--- src/rtl/dbg_pkg.sv ---
// ---------------------------------------------------------------------------
// dbg_pkg
// Shared definitions for the UART-to-debug-port command controller:
//   - command byte codes (READ / WRITE)
//   - default ACK / ERR response bytes
//   - controller state enum
//   - is_cmd() helper used by the command decoder
// ---------------------------------------------------------------------------
package dbg_pkg;

    localparam logic [7:0] CMD_READ     = 8'h01;
    localparam logic [7:0] CMD_WRITE    = 8'h02;

    localparam logic [7:0] ACK_BYTE_DEF = 8'hAC;
    localparam logic [7:0] ERR_BYTE_DEF = 8'hEE;

    typedef enum logic [2:0] {
        IDLE  = 3'd0,
        ADDR  = 3'd1,
        DATA  = 3'd2,
        ISSUE = 3'd3,
        WAIT  = 3'd4,
        RESP  = 3'd5
    } dbg_state_e;

    // True for the two command codes the controller understands.
    function automatic logic is_cmd(input logic [7:0] b);
        return (b == CMD_READ) || (b == CMD_WRITE);
    endfunction

endpackage

--- src/rtl/dbg_cmd_ctrl_if.sv ---
// ---------------------------------------------------------------------------
// dbg_cmd_ctrl_if
// Bundles the three buses of the command controller:
//   rx_*   : byte strobe from the UART receiver (no back-pressure)
//   tx_*   : response bytes to the UART transmitter
//   dbg_*  : request/complete port to the core debug unit
// Modports:
//   master : the controller (drives tx_* and dbg_*_o)
//   slave  : the environment (UART + debug unit)
//
// Handshakes: rx_valid_i is a one-cycle strobe with no ready; the byte is
// consumed in that cycle or dropped. tx uses valid/ready: a byte transfers on
// every rising edge where tx_valid_o && tx_ready_i, and while tx_valid_o is
// high without tx_ready_i the offered byte does not change and valid does not
// drop. dbg uses valid/ready: dbg_valid_o plus all dbg_*_o stay constant until
// the edge where the controller sees dbg_ready_i in its WAIT state; ready seen
// in the same cycle valid first rises is not a completion.
// ---------------------------------------------------------------------------
interface dbg_cmd_ctrl_if;

    logic        rx_valid_i;
    logic [7:0]  rx_data_i;

    logic        tx_valid_o;
    logic [7:0]  tx_data_o;
    logic        tx_ready_i;

    logic [7:0]  dbg_cmd_o;
    logic [31:0] dbg_addr_o;
    logic [31:0] dbg_data_o;
    logic        dbg_valid_o;
    logic [31:0] dbg_data_i;
    logic        dbg_ready_i;

    modport master (
        input  rx_valid_i, rx_data_i,
        input  tx_ready_i,
        input  dbg_data_i, dbg_ready_i,
        output tx_valid_o, tx_data_o,
        output dbg_cmd_o, dbg_addr_o, dbg_data_o, dbg_valid_o
    );

    modport slave (
        output rx_valid_i, rx_data_i,
        output tx_ready_i,
        output dbg_data_i, dbg_ready_i,
        input  tx_valid_o, tx_data_o,
        input  dbg_cmd_o, dbg_addr_o, dbg_data_o, dbg_valid_o
    );

endinterface

--- src/rtl/dbg_resp_ser.sv ---
// ---------------------------------------------------------------------------
// dbg_resp_ser
// Response serializer: holds a 1- to 4-byte response and offers it MSB first
// on a valid/ready byte stream.
// Ports:
//   clk_i, rstn_i    clock, async active-low reset
//   load_i           load a new response (only issued while idle)
//   load_data_i      response, first byte in [31:24]
//   load_last_i      index of the last byte (0 = one byte, 3 = four bytes)
//   tx_ready_i       transmitter ready
//   tx_valid_o       byte offered
//   tx_data_o        current byte
//   last_hs_o        combinational: the last byte transfers this cycle
// ---------------------------------------------------------------------------
module dbg_resp_ser (
    input  logic        clk_i,
    input  logic        rstn_i,
    input  logic        load_i,
    input  logic [31:0] load_data_i,
    input  logic [1:0]  load_last_i,
    input  logic        tx_ready_i,
    output logic        tx_valid_o,
    output logic [7:0]  tx_data_o,
    output logic        last_hs_o
);

    logic [31:0] shift_q, shift_d;
    logic [1:0]  rem_q, rem_d;     // bytes left after the current one
    logic        valid_q, valid_d;
    logic        hs;

    assign hs = valid_q && tx_ready_i;

    always_comb begin
        shift_d = shift_q;
        rem_d   = rem_q;
        valid_d = valid_q;
        if (load_i) begin
            shift_d = load_data_i;
            rem_d   = load_last_i;
            valid_d = 1'b1;
        end else if (hs) begin
            if (rem_q == 2'd0) begin
                valid_d = 1'b0;
                shift_d = '0;
            end else begin
                shift_d = {shift_q[23:0], 8'h00};
                rem_d   = rem_q - 2'd1;
            end
        end
    end

    always_ff @(posedge clk_i or negedge rstn_i) begin
        if (!rstn_i) begin
            shift_q <= '0;
            rem_q   <= '0;
            valid_q <= 1'b0;
        end else begin
            shift_q <= shift_d;
            rem_q   <= rem_d;
            valid_q <= valid_d;
        end
    end

    assign tx_valid_o = valid_q;
    assign tx_data_o  = shift_q[31:24];
    assign last_hs_o  = hs && (rem_q == 2'd0);

endmodule

--- src/rtl/dbg_cmd_ctrl.sv ---
// ---------------------------------------------------------------------------
// dbg_cmd_ctrl
// Turns a UART byte stream into core debug-port requests.
// Frame: CMD (01 READ / 02 WRITE), 4 address bytes MSB first, and for WRITE
// 4 data bytes MSB first. READ answers with the 4 read-data bytes, WRITE with
// ACK_BYTE, any other command byte with ERR_BYTE. A frame that stalls for
// TIMEOUT_CYCLES between bytes is dropped without a response.
// Ports:
//   sys_clk_i, rstn_i  clock, async active-low reset
//   bus                dbg_cmd_ctrl_if.master (rx, tx, dbg buses)
//   state_o            current controller state, for observation
// ---------------------------------------------------------------------------
module dbg_cmd_ctrl
    import dbg_pkg::*;
#(
    parameter int unsigned TIMEOUT_CYCLES = 50000,
    parameter logic [7:0]  ACK_BYTE       = ACK_BYTE_DEF,
    parameter logic [7:0]  ERR_BYTE       = ERR_BYTE_DEF
) (
    input  logic           sys_clk_i,
    input  logic           rstn_i,
    dbg_cmd_ctrl_if.master bus,
    output dbg_state_e     state_o
);

    localparam int unsigned IDLE_W = ($clog2(TIMEOUT_CYCLES + 1) > 16) ?
                                     $clog2(TIMEOUT_CYCLES + 1) : 16;
    // Idle-counter value at which one more empty cycle means timeout.
    localparam logic [IDLE_W-1:0] IDLE_LAST = IDLE_W'(TIMEOUT_CYCLES - 1);

    dbg_state_e        state_q;
    logic [7:0]        cmd_q;
    logic [31:0]       addr_q;
    logic [31:0]       wdata_q;
    logic [1:0]        byte_cnt_q;
    logic [IDLE_W-1:0] idle_cnt_q;
    logic              dbg_valid_q;

    logic              ser_load;
    logic [31:0]       ser_data;
    logic [1:0]        ser_last;
    logic              ser_tx_valid;
    logic [7:0]        ser_tx_data;
    logic              ser_last_hs;

    // Response loads happen in the same edge that moves the FSM into RESP,
    // so tx_valid_o rises together with the state change.
    always_comb begin
        ser_load = 1'b0;
        ser_data = '0;
        ser_last = 2'd0;
        if (state_q == IDLE && bus.rx_valid_i && !is_cmd(bus.rx_data_i)) begin
            ser_load = 1'b1;
            ser_data = {ERR_BYTE, 24'h0};
        end else if (state_q == WAIT && bus.dbg_ready_i) begin
            ser_load = 1'b1;
            if (cmd_q == CMD_READ) begin
                ser_data = bus.dbg_data_i;
                ser_last = 2'd3;
            end else begin
                ser_data = {ACK_BYTE, 24'h0};
            end
        end
    end

    always_ff @(posedge sys_clk_i or negedge rstn_i) begin
        if (!rstn_i) begin
            state_q     <= IDLE;
            cmd_q       <= '0;
            addr_q      <= '0;
            wdata_q     <= '0;
            byte_cnt_q  <= '0;
            idle_cnt_q  <= '0;
            dbg_valid_q <= 1'b0;
        end else begin
            case (state_q)
                IDLE: begin
                    if (bus.rx_valid_i) begin
                        if (is_cmd(bus.rx_data_i)) begin
                            cmd_q      <= bus.rx_data_i;
                            addr_q     <= '0;
                            wdata_q    <= '0;
                            byte_cnt_q <= '0;
                            idle_cnt_q <= '0;
                            state_q    <= ADDR;
                        end else begin
                            state_q <= RESP;
                        end
                    end
                end

                ADDR: begin
                    // A byte wins over a timeout that expires in the same cycle.
                    if (bus.rx_valid_i) begin
                        addr_q     <= {addr_q[23:0], bus.rx_data_i};
                        byte_cnt_q <= byte_cnt_q + 2'd1;
                        idle_cnt_q <= '0;
                        if (byte_cnt_q == 2'd3) begin
                            if (cmd_q == CMD_READ) begin
                                dbg_valid_q <= 1'b1;
                                state_q     <= ISSUE;
                            end else begin
                                state_q <= DATA;
                            end
                        end
                    end else if (idle_cnt_q == IDLE_LAST) begin
                        idle_cnt_q <= '0;
                        byte_cnt_q <= '0;
                        state_q    <= IDLE;
                    end else begin
                        idle_cnt_q <= idle_cnt_q + 1'b1;
                    end
                end

                DATA: begin
                    if (bus.rx_valid_i) begin
                        wdata_q    <= {wdata_q[23:0], bus.rx_data_i};
                        byte_cnt_q <= byte_cnt_q + 2'd1;
                        idle_cnt_q <= '0;
                        if (byte_cnt_q == 2'd3) begin
                            dbg_valid_q <= 1'b1;
                            state_q     <= ISSUE;
                        end
                    end else if (idle_cnt_q == IDLE_LAST) begin
                        idle_cnt_q <= '0;
                        byte_cnt_q <= '0;
                        state_q    <= IDLE;
                    end else begin
                        idle_cnt_q <= idle_cnt_q + 1'b1;
                    end
                end

                // Ready in the first request cycle is not a completion: the
                // debug unit must see the request for at least one edge.
                ISSUE: begin
                    state_q <= WAIT;
                end

                WAIT: begin
                    if (bus.dbg_ready_i) begin
                        dbg_valid_q <= 1'b0;
                        state_q     <= RESP;
                    end
                end

                RESP: begin
                    if (ser_last_hs) begin
                        state_q <= IDLE;
                    end
                end

                default: begin
                    state_q <= IDLE;
                end
            endcase
        end
    end

    dbg_resp_ser u_ser (
        .clk_i       (sys_clk_i),
        .rstn_i      (rstn_i),
        .load_i      (ser_load),
        .load_data_i (ser_data),
        .load_last_i (ser_last),
        .tx_ready_i  (bus.tx_ready_i),
        .tx_valid_o  (ser_tx_valid),
        .tx_data_o   (ser_tx_data),
        .last_hs_o   (ser_last_hs)
    );

    assign bus.tx_valid_o  = ser_tx_valid;
    assign bus.tx_data_o   = ser_tx_data;
    assign bus.dbg_cmd_o   = cmd_q;
    assign bus.dbg_addr_o  = addr_q;
    assign bus.dbg_data_o  = wdata_q;
    assign bus.dbg_valid_o = dbg_valid_q;
    assign state_o         = state_q;

endmodule

--- src/flat_wrapper.sv ---
// flat-port wrapper written by rule: the top's interface ports become plain ports
module dbg_cmd_ctrl_flat import dbg_pkg::*;
#(
    parameter int unsigned TIMEOUT_CYCLES = 50000,
    parameter logic [7:0]  ACK_BYTE       = ACK_BYTE_DEF,
    parameter logic [7:0]  ERR_BYTE       = ERR_BYTE_DEF
)
  (sys_clk_i, rstn_i, state_o, bus_rx_valid_i, bus_rx_data_i, bus_tx_ready_i, bus_dbg_data_i, bus_dbg_ready_i, bus_tx_valid_o, bus_tx_data_o, bus_dbg_cmd_o, bus_dbg_addr_o, bus_dbg_data_o, bus_dbg_valid_o);
  dbg_cmd_ctrl_if bus_i ();
  input  logic sys_clk_i;
  input  logic rstn_i;
  output dbg_state_e state_o;
  input wire logic [$bits(bus_i.rx_valid_i)-1:0] bus_rx_valid_i;
  input wire logic [$bits(bus_i.rx_data_i)-1:0] bus_rx_data_i;
  input wire logic [$bits(bus_i.tx_ready_i)-1:0] bus_tx_ready_i;
  input wire logic [$bits(bus_i.dbg_data_i)-1:0] bus_dbg_data_i;
  input wire logic [$bits(bus_i.dbg_ready_i)-1:0] bus_dbg_ready_i;
  output wire logic [$bits(bus_i.tx_valid_o)-1:0] bus_tx_valid_o;
  output wire logic [$bits(bus_i.tx_data_o)-1:0] bus_tx_data_o;
  output wire logic [$bits(bus_i.dbg_cmd_o)-1:0] bus_dbg_cmd_o;
  output wire logic [$bits(bus_i.dbg_addr_o)-1:0] bus_dbg_addr_o;
  output wire logic [$bits(bus_i.dbg_data_o)-1:0] bus_dbg_data_o;
  output wire logic [$bits(bus_i.dbg_valid_o)-1:0] bus_dbg_valid_o;
  assign bus_i.rx_valid_i = bus_rx_valid_i;
  assign bus_i.rx_data_i = bus_rx_data_i;
  assign bus_i.tx_ready_i = bus_tx_ready_i;
  assign bus_i.dbg_data_i = bus_dbg_data_i;
  assign bus_i.dbg_ready_i = bus_dbg_ready_i;
  assign bus_tx_valid_o = bus_i.tx_valid_o;
  assign bus_tx_data_o = bus_i.tx_data_o;
  assign bus_dbg_cmd_o = bus_i.dbg_cmd_o;
  assign bus_dbg_addr_o = bus_i.dbg_addr_o;
  assign bus_dbg_data_o = bus_i.dbg_data_o;
  assign bus_dbg_valid_o = bus_i.dbg_valid_o;
  dbg_cmd_ctrl #(.TIMEOUT_CYCLES(TIMEOUT_CYCLES), .ACK_BYTE(ACK_BYTE), .ERR_BYTE(ERR_BYTE)) u_core (.sys_clk_i(sys_clk_i), .rstn_i(rstn_i), .bus(bus_i), .state_o(state_o));
endmodule
--- config.mk ---
export PLATFORM = sky130hd
export DESIGN_NAME = dbg_cmd_ctrl_flat
export DESIGN_NICKNAME = d
export VERILOG_FILES = /design/src/rtl/dbg_pkg.sv /design/src/rtl/dbg_cmd_ctrl_if.sv /design/src/rtl/dbg_resp_ser.sv /design/src/rtl/dbg_cmd_ctrl.sv /design/src/flat_wrapper.sv
export SDC_FILE = /design/constraint.sdc
export NUM_CORES = 1
export LEC_CHECK = 0
export CAP_MARGIN = 5
export CORE_ASPECT_RATIO = 1.4
export CORE_MARGIN = 5
export CORE_UTILIZATION = 47
export CTS_CLUSTER_DIAMETER = 50
export CTS_CLUSTER_SIZE = 12
export DETAILED_ROUTE_END_ITERATION = 10
export GPL_ROUTABILITY_DRIVEN = 1
export HOLD_SLACK_MARGIN = 0.1
export PLACE_DENSITY = 0.87
export SLEW_MARGIN = 5
export SYNTH_ARGS = -nofsm -noshare
export SYNTH_HDL_FRONTEND = slang
export SYNTH_SLANG_ARGS = --single-unit
--- constraint.sdc ---
create_clock -name sys_clk_i -period 4.03 [get_ports sys_clk_i]
set_input_delay 0.806 -clock sys_clk_i [delete_from_list [all_inputs] [get_ports sys_clk_i]]
set_output_delay 0.806 -clock sys_clk_i [all_outputs]
set_load 0.1 [all_outputs]
=== Yosys cells after proc, flatten, opt, wreduce, memory -nomap -nowiden ===
Cells that the tools add are included.

* $add $sub $neg: 3
* Equality and inequality tests: 23
* Multiplexer cells: 51
* Reductions and logical operators: 25

{| class="wikitable"
|+ Operator list
! kind !! count
|-
| 32-bit 2-to-1 mux || 10
|-
| 32-bit one-hot mux with 2 select lines || 2
|-
| 16-bit 2-to-1 mux || 4
|-
| 16-bit one-hot mux with 2 select lines || 1
|-
| 3-bit 2-to-1 mux || 9
|-
| 2-bit 2-to-1 mux || 10
|-
| 3-bit one-hot mux with 6 select lines || 1
|-
| 16-bit by 1-bit adder with 16-bit output (second input constant) || 1
|-
| 16-bit == test (second input constant) || 1
|-
| 8-bit by 1-bit == test with 1-bit output (second input constant) || 2
|-
| 1-bit 2-to-1 mux || 12
|-
| 4-bit AND reduction || 3
|-
| 2-bit by 1-bit inequality test with 1-bit output (second input constant) || 5
|-
| 2-bit inequality test (second input constant) || 5
|-
| 2-bit nonzero test || 5
|-
| 8-bit by 2-bit == test with 1-bit output (second input constant) || 1
|-
| 7-bit AND reduction || 1
|-
| 3-bit by 2-bit == test with 1-bit output (second input constant) || 2
|-
| 3-bit == test (second input constant) || 2
|-
| 3-bit by 2-bit inequality test with 1-bit output (second input constant) || 2
|-
| 3-bit AND reduction || 2
|-
| 1-bit logical AND || 5
|-
| 5-bit AND reduction || 1
|-
| 2-bit one-hot mux with 2 select lines || 1
|-
| other kinds (13) || 14
|}

* Register bits: 129
* Input bits: 45
* Output and inout port bits: 85
* Logic and storage cells: 112

=== Longest topological paths before layout ===
* Word-level depth: 7
* Depth in mapped cells: 7
* Depth with buffers taken out: 7

=== Modules after synthesis ===
A second synthesis with hierarchy kept.

* Cells, all modules: 621
* Area, all modules: 6167.2 um^2

{| class="wikitable"
|+ By module, submodules not included
! module !! instances !! cells each !! area an instance (um^2)
|-
| dbg_cmd_ctrl || 1 || 497 || 4435.5
|-
| dbg_resp_ser || 1 || 124 || 1731.7
|}

=== Worst setup path after synthesis ===
Ideal clock, no wire load.

* Kind: input to register
* Start: input bus_rx_data_i[2]
* End: register u_core.idle_cnt_q[5]
* Arrival time: 2567 ps
* Required time: 3909 ps
* Setup slack: 1342 ps
* Stages: 6
* Cell sequence: or4_4 > o41a_1 > or3b_1 > buf_6 > a21o_1 > a22o_1

* Cells in the longest elaborated chain, start to end: 4
* Elaborated cells on any way between the ends: 5

{| class="wikitable"
|+ Ends and longest elaborated chain
! item !! RTL line !! RTL
|-
| start: declaration || flat_wrapper.sv:14 || <nowiki>input wire logic [$bits(bus_i.rx_data_i)-1:0] bus_rx_data_i;</nowiki>
|-
| 8-bit by 1-bit == test with 1-bit output or 8-bit by 2-bit == test with 1-bit output (tied branches) || dbg_pkg.sv:28 || <nowiki>return (b == CMD_READ) || (b == CMD_WRITE);</nowiki>
|-
| 1-bit logical OR (*) || dbg_pkg.sv:28 ||
|-
| 2-bit inequality test (no source line) (*) || -- ||
|-
| 3-bit AND reduction (no source line) (*) || -- ||
|-
| end signal: assignment || dbg_cmd_ctrl.sv:111 || <nowiki>idle_cnt_q <= idle_cnt_q + 1'b1;</nowiki>
|-
| end signal: assignment || dbg_cmd_ctrl.sv:129 || <nowiki>idle_cnt_q <= idle_cnt_q + 1'b1;</nowiki>
|-
| end: declaration || dbg_cmd_ctrl.sv:36 || <nowiki>logic [IDLE_W-1:0] idle_cnt_q;</nowiki>
|}

Every way passes the cells marked *; elsewhere a longest branch is shown, timed or not.
A chain may end at the register's enable or synchronous reset.

=== Final worst setup path ===
* Start: register u_core.state_q[2], in the netlist u_core.state_o[2]
* End: output state_o[2]

{| class="wikitable"
|+ RTL lines
! item !! RTL line !! RTL
|-
| start: declaration || dbg_cmd_ctrl.sv:31 || <nowiki>dbg_state_e state_q;</nowiki>
|-
| start signal: assignment || dbg_cmd_ctrl.sv:68 || <nowiki>state_q <= IDLE;</nowiki>
|-
| start signal: assignment || dbg_cmd_ctrl.sv:85 || <nowiki>state_q <= ADDR;</nowiki>
|-
| start signal: assignment || dbg_cmd_ctrl.sv:87 || <nowiki>state_q <= RESP;</nowiki>
|-
| end: declaration || flat_wrapper.sv:12 || <nowiki>output dbg_state_e state_o;</nowiki>
|}

No word-level cell between the ends.

==> results.py <==
metrics = {
    "status": {
        "status": "completed",
    },
    "grt": {
        "pin_count_of_the_biggest_net_entering_global_routing": 66,
        "grt_antenna_before_repair": 1,
        "grt_pass1_wl_um": 24380,
        "global_route.usage.total": 0.2190,
        "via_count_of_the_first_global_routing_pass": 4865,
        "grt_remaining_overflow": 0,
    },
    "timing": {
        "clock-skew-final_ps": 7.910,
        "setup_ws_ps": 856.4,
        "grt_setup_unrepaired": "false",
        "drv_slew": 0,
        "hold_viol": 0,
        "timing.setup.tns_ps": 0,
        "transition_time_at_the_pin_with_the_least_slew_margin_ps": 1070,
        "timing.final.crit_share": 0.7875,
        "fin_hold_ws_ps": 479.1,
        "max_clock_freq_mhz": 315.1,
        "relative_slew_slack": 0.2845,
        "post-route-min-period_ps": 3174,
        "setup_viol_count_final": 0,
    },
    "synth": {
        "synth_seq_area_share": 0.5861,
        "synthesis.instances": 496,
        "synth_cell_type_count": 53,
        "ys_dominant_reg_cell": "dfrtp_1",
        "synth_edf_count": 0,
        "synth_fp_nets": 544,
        "synth_warnings": 0,
        "synth-seq-cells": 129,
        "async_flop_share": 1.000,
        "mapped_avg_cell_area_um2": 11.10,
        "syn_area_mm2": 0.005508,
    },
    "clock_tree": {
        "post-cts-setup-buffers": 0,
        "ctsHoldBuffers": 0,
        "clock_path_buffers": 2,
        "post_cts_resize_count": 0,
        "cts.clk_slew.worst_paths_ps": 60,
        "cts-htree-levels": 4,
        "root_buffer": "clkbuf_16",
        "cts-buffers-inserted": 17,
        "clock_insertion_delay_at_the_later_pin_of_the_skew_report_ps": 410,
        "cts_sinks": 129,
        "cts_tree": "done",
    },
    "power_and_ir_drop": {
        "p_sw_frac": 0.4378,
        "power.switching_mw": 2.436,
        "internal-power_mw": 3.127,
        "share_clk_of_total_power": 0.284,
        "power.density_mw_per_mm2": 740.7,
        "p_seq_frac": 0.324,
        "max_vdd_drop_mv": 0.6494,
        "p_comb_frac": 0.392,
        "leakagePower_nw": 3.219,
    },
    "hold_path": {
        "class_of_the_tightest_hold_or_removal_check": "in -> async",
    },
    "route": {
        "first_pass_iters": 5,
        "drtAntennaViolNets": 0,
        "total_number_of_vias": 4709,
        "avgViaCountPerCell": 6.084,
        "dr.first_iter.drc_count": 355,
        "post-route-drc-count": 0,
        "routed_wirelength_um": 15030,
        "routedWlPerCell_um": 19.42,
    },
    "floorplanning": {
        "die_area_mm2": 0.01401,
        "row_count": 46,
        "design.portCount": 130,
        "die_width_um": 101.5,
        "initial_utilization": 0.4833,
        "core-area_mm2": 0.01140,
        "floorplan.die.height_um": 138.1,
    },
    "worst_setup_path": {
        "crit_path_cell_trace": "clkdlybuf4s50_1",
        "worst_ep_required_time_ps": 3220,
        "crit_type": "reg -> out",
        "rr_startpoint": "u_core.state_o[0]$_DFFE_PN0P_",
        "crit_family": "buffers and inverters",
        "rr_worst_depth": 5,
        "critPathMaxFanout": 19,
        "slowest_delay_ps": 1270,
        "arrival_ps": 2370,
        "r2r_setup_slack_ps": 1500,
        "setup.worst_path.start_class": "flop",
        "critical_path_endpoint_category": "primary output",
        "critical_path_buf_inv_count": 1,
        "worstReg2RegEnd": "u_core.u_ser.shift_q[14]$_DFFE_PN0P_",
        "crit_slowest_cell": "clkdlybuf4s50_1",
    },
    "layout": {
        "layout.cells.most_common_list": "129 x dfrtp_1, 128 x clkdlybuf4s50_1, 66 x a22o_1",
        "nNetsFinal": 664,
        "finalCoreUtilization": 0.6591,
        "layout_fillers": 811,
        "layout.cells.non_filler": 774,
        "final_common_cell": "dfrtp_1",
        "seq_area_mm2": 0.003228,
        "drive_gt1_frac": 0.09539,
        "syn_to_final_growth_pct": 36.37,
        "multi_input_gate_area_in_the_final_layout_mm2": 0.002086,
    },
    "job": {
        "max_cap_violations": 0,
    },
    "place": {
        "gpl.final_weighted_congestion": 0.8239,
        "placed_cells_incl_taps": 741,
        "detailed_place_hpwl_um": 10120,
        "io_buffer_count": 129,
        "placement.setup.worst_slack_ps": 602.0,
    },
}
-- cell usage after synthesis, drive strengths merged, types with 4 or more instances --
| master | instances | area [µm²] |
|---|---|---|
| dfrtp | 129 | 3228 |
| a22o | 68 | 598.1 |
| nor2 | 38 | 142.6 |
| a21oi | 34 | 173.9 |
| nand2 | 31 | 116.4 |
| clkbuf | 26 | 97.59 |
| o21ai | 24 | 120.1 |
| a22oi | 18 | 135.1 |
| a31oi | 17 | 106.4 |
| buf | 12 | 86.33 |
| nand3 | 12 | 60.06 |
| and2 | 8 | 50.05 |
| inv | 8 | 30.03 |
| nor3 | 8 | 40.04 |
| a211oi | 4 | 30.03 |
| nand2b | 4 | 25.02 |
| nand4 | 4 | 25.02 |
| nor3b | 4 | 35.03 |
-- final cells by class --
class	instances	area share
antenna	1	0.0003332
clock buffer	18	0.05714
tap	144	0.02399
multi-input combinational	321	0.2777
clock inverter	14	0.02382
timing repair buffer	139	0.1832
sequential	129	0.4298
inverter	8	0.003998
-- per-stage QoR --
step	total power, mW	area (µm²)
after floorplan	3.457	5508
after global placement	3.906	6900
after detailed placement	3.977	6900
after CTS	5.572	7508
after global routing	5.773	7511
final	5.563	7511
-- power by group through the flow --
stage	registers [mW]	clock network, mW	logic (mW)
floorplan	2.50	0	0.953
global route	1.83	1.66	2.28
detailed placement	1.81	0	2.17
global placement	1.79	0	2.11
finish	1.80	1.58	2.18
CTS	1.80	1.59	2.18
-- routing by layer --
layer	vias up	part of all wire	GRT usage
met1	2344	0.38	0.2666
met5	-	0	0
met2	231	0.51	0.3521
met3	43	0.075	0.05687
li1	2091	-	-
met4	0	0.040	0.1155
-- logic make-up after synthesis --
kind of cell,after synthesis,share of synthesized area
DFF,129,0.5861
adders and majority gates,3,0.006816
and+or+nand+nor,132,0.1224
xor gates and xnor gates,2,0.003181
AOI/OAI and AO/OA,180,0.2347
buffers and inverters,46,0.03885
muxes,4,0.007951
-- worst max path at each step --
stage	start	slack, ps	cells after the start	end
floorplan	bus_rx_data_i[2]	1340	6	u_core.idle_cnt_q[5]$_DFFE_PN0P_
global placement	bus_rx_data_i[2]	730	6	u_core.u_ser.shift_q[0]$_DFFE_PN0P_
detailed placement	bus_rx_data_i[2]	600	6	u_core.u_ser.shift_q[4]$_DFFE_PN0P_
CTS	u_core.state_o[2]$_DFFE_PN0P_	860	1	state_o[2]
global route	u_core.state_o[2]$_DFFE_PN0P_	750	1	state_o[2]
finish	u_core.state_o[2]$_DFFE_PN0P_	860	1	state_o[2]
-- registers in the layout (all words and copies together), names as in the netlist --
name and cells:
u_core.bus.dbg_data_o 32, u_core.idle_cnt_q 16, u_core.byte_cnt_q 2, u_core.u_ser.tx_valid_o 1, u_core.u_ser.rem_q 2, u_core.bus.dbg_valid_o 1
u_core.bus.dbg_addr_o 32, u_core.bus.dbg_cmd_o 8, u_core.u_ser.shift_q 32, u_core.state_o 3
Power figures use the tool's default switching activity.
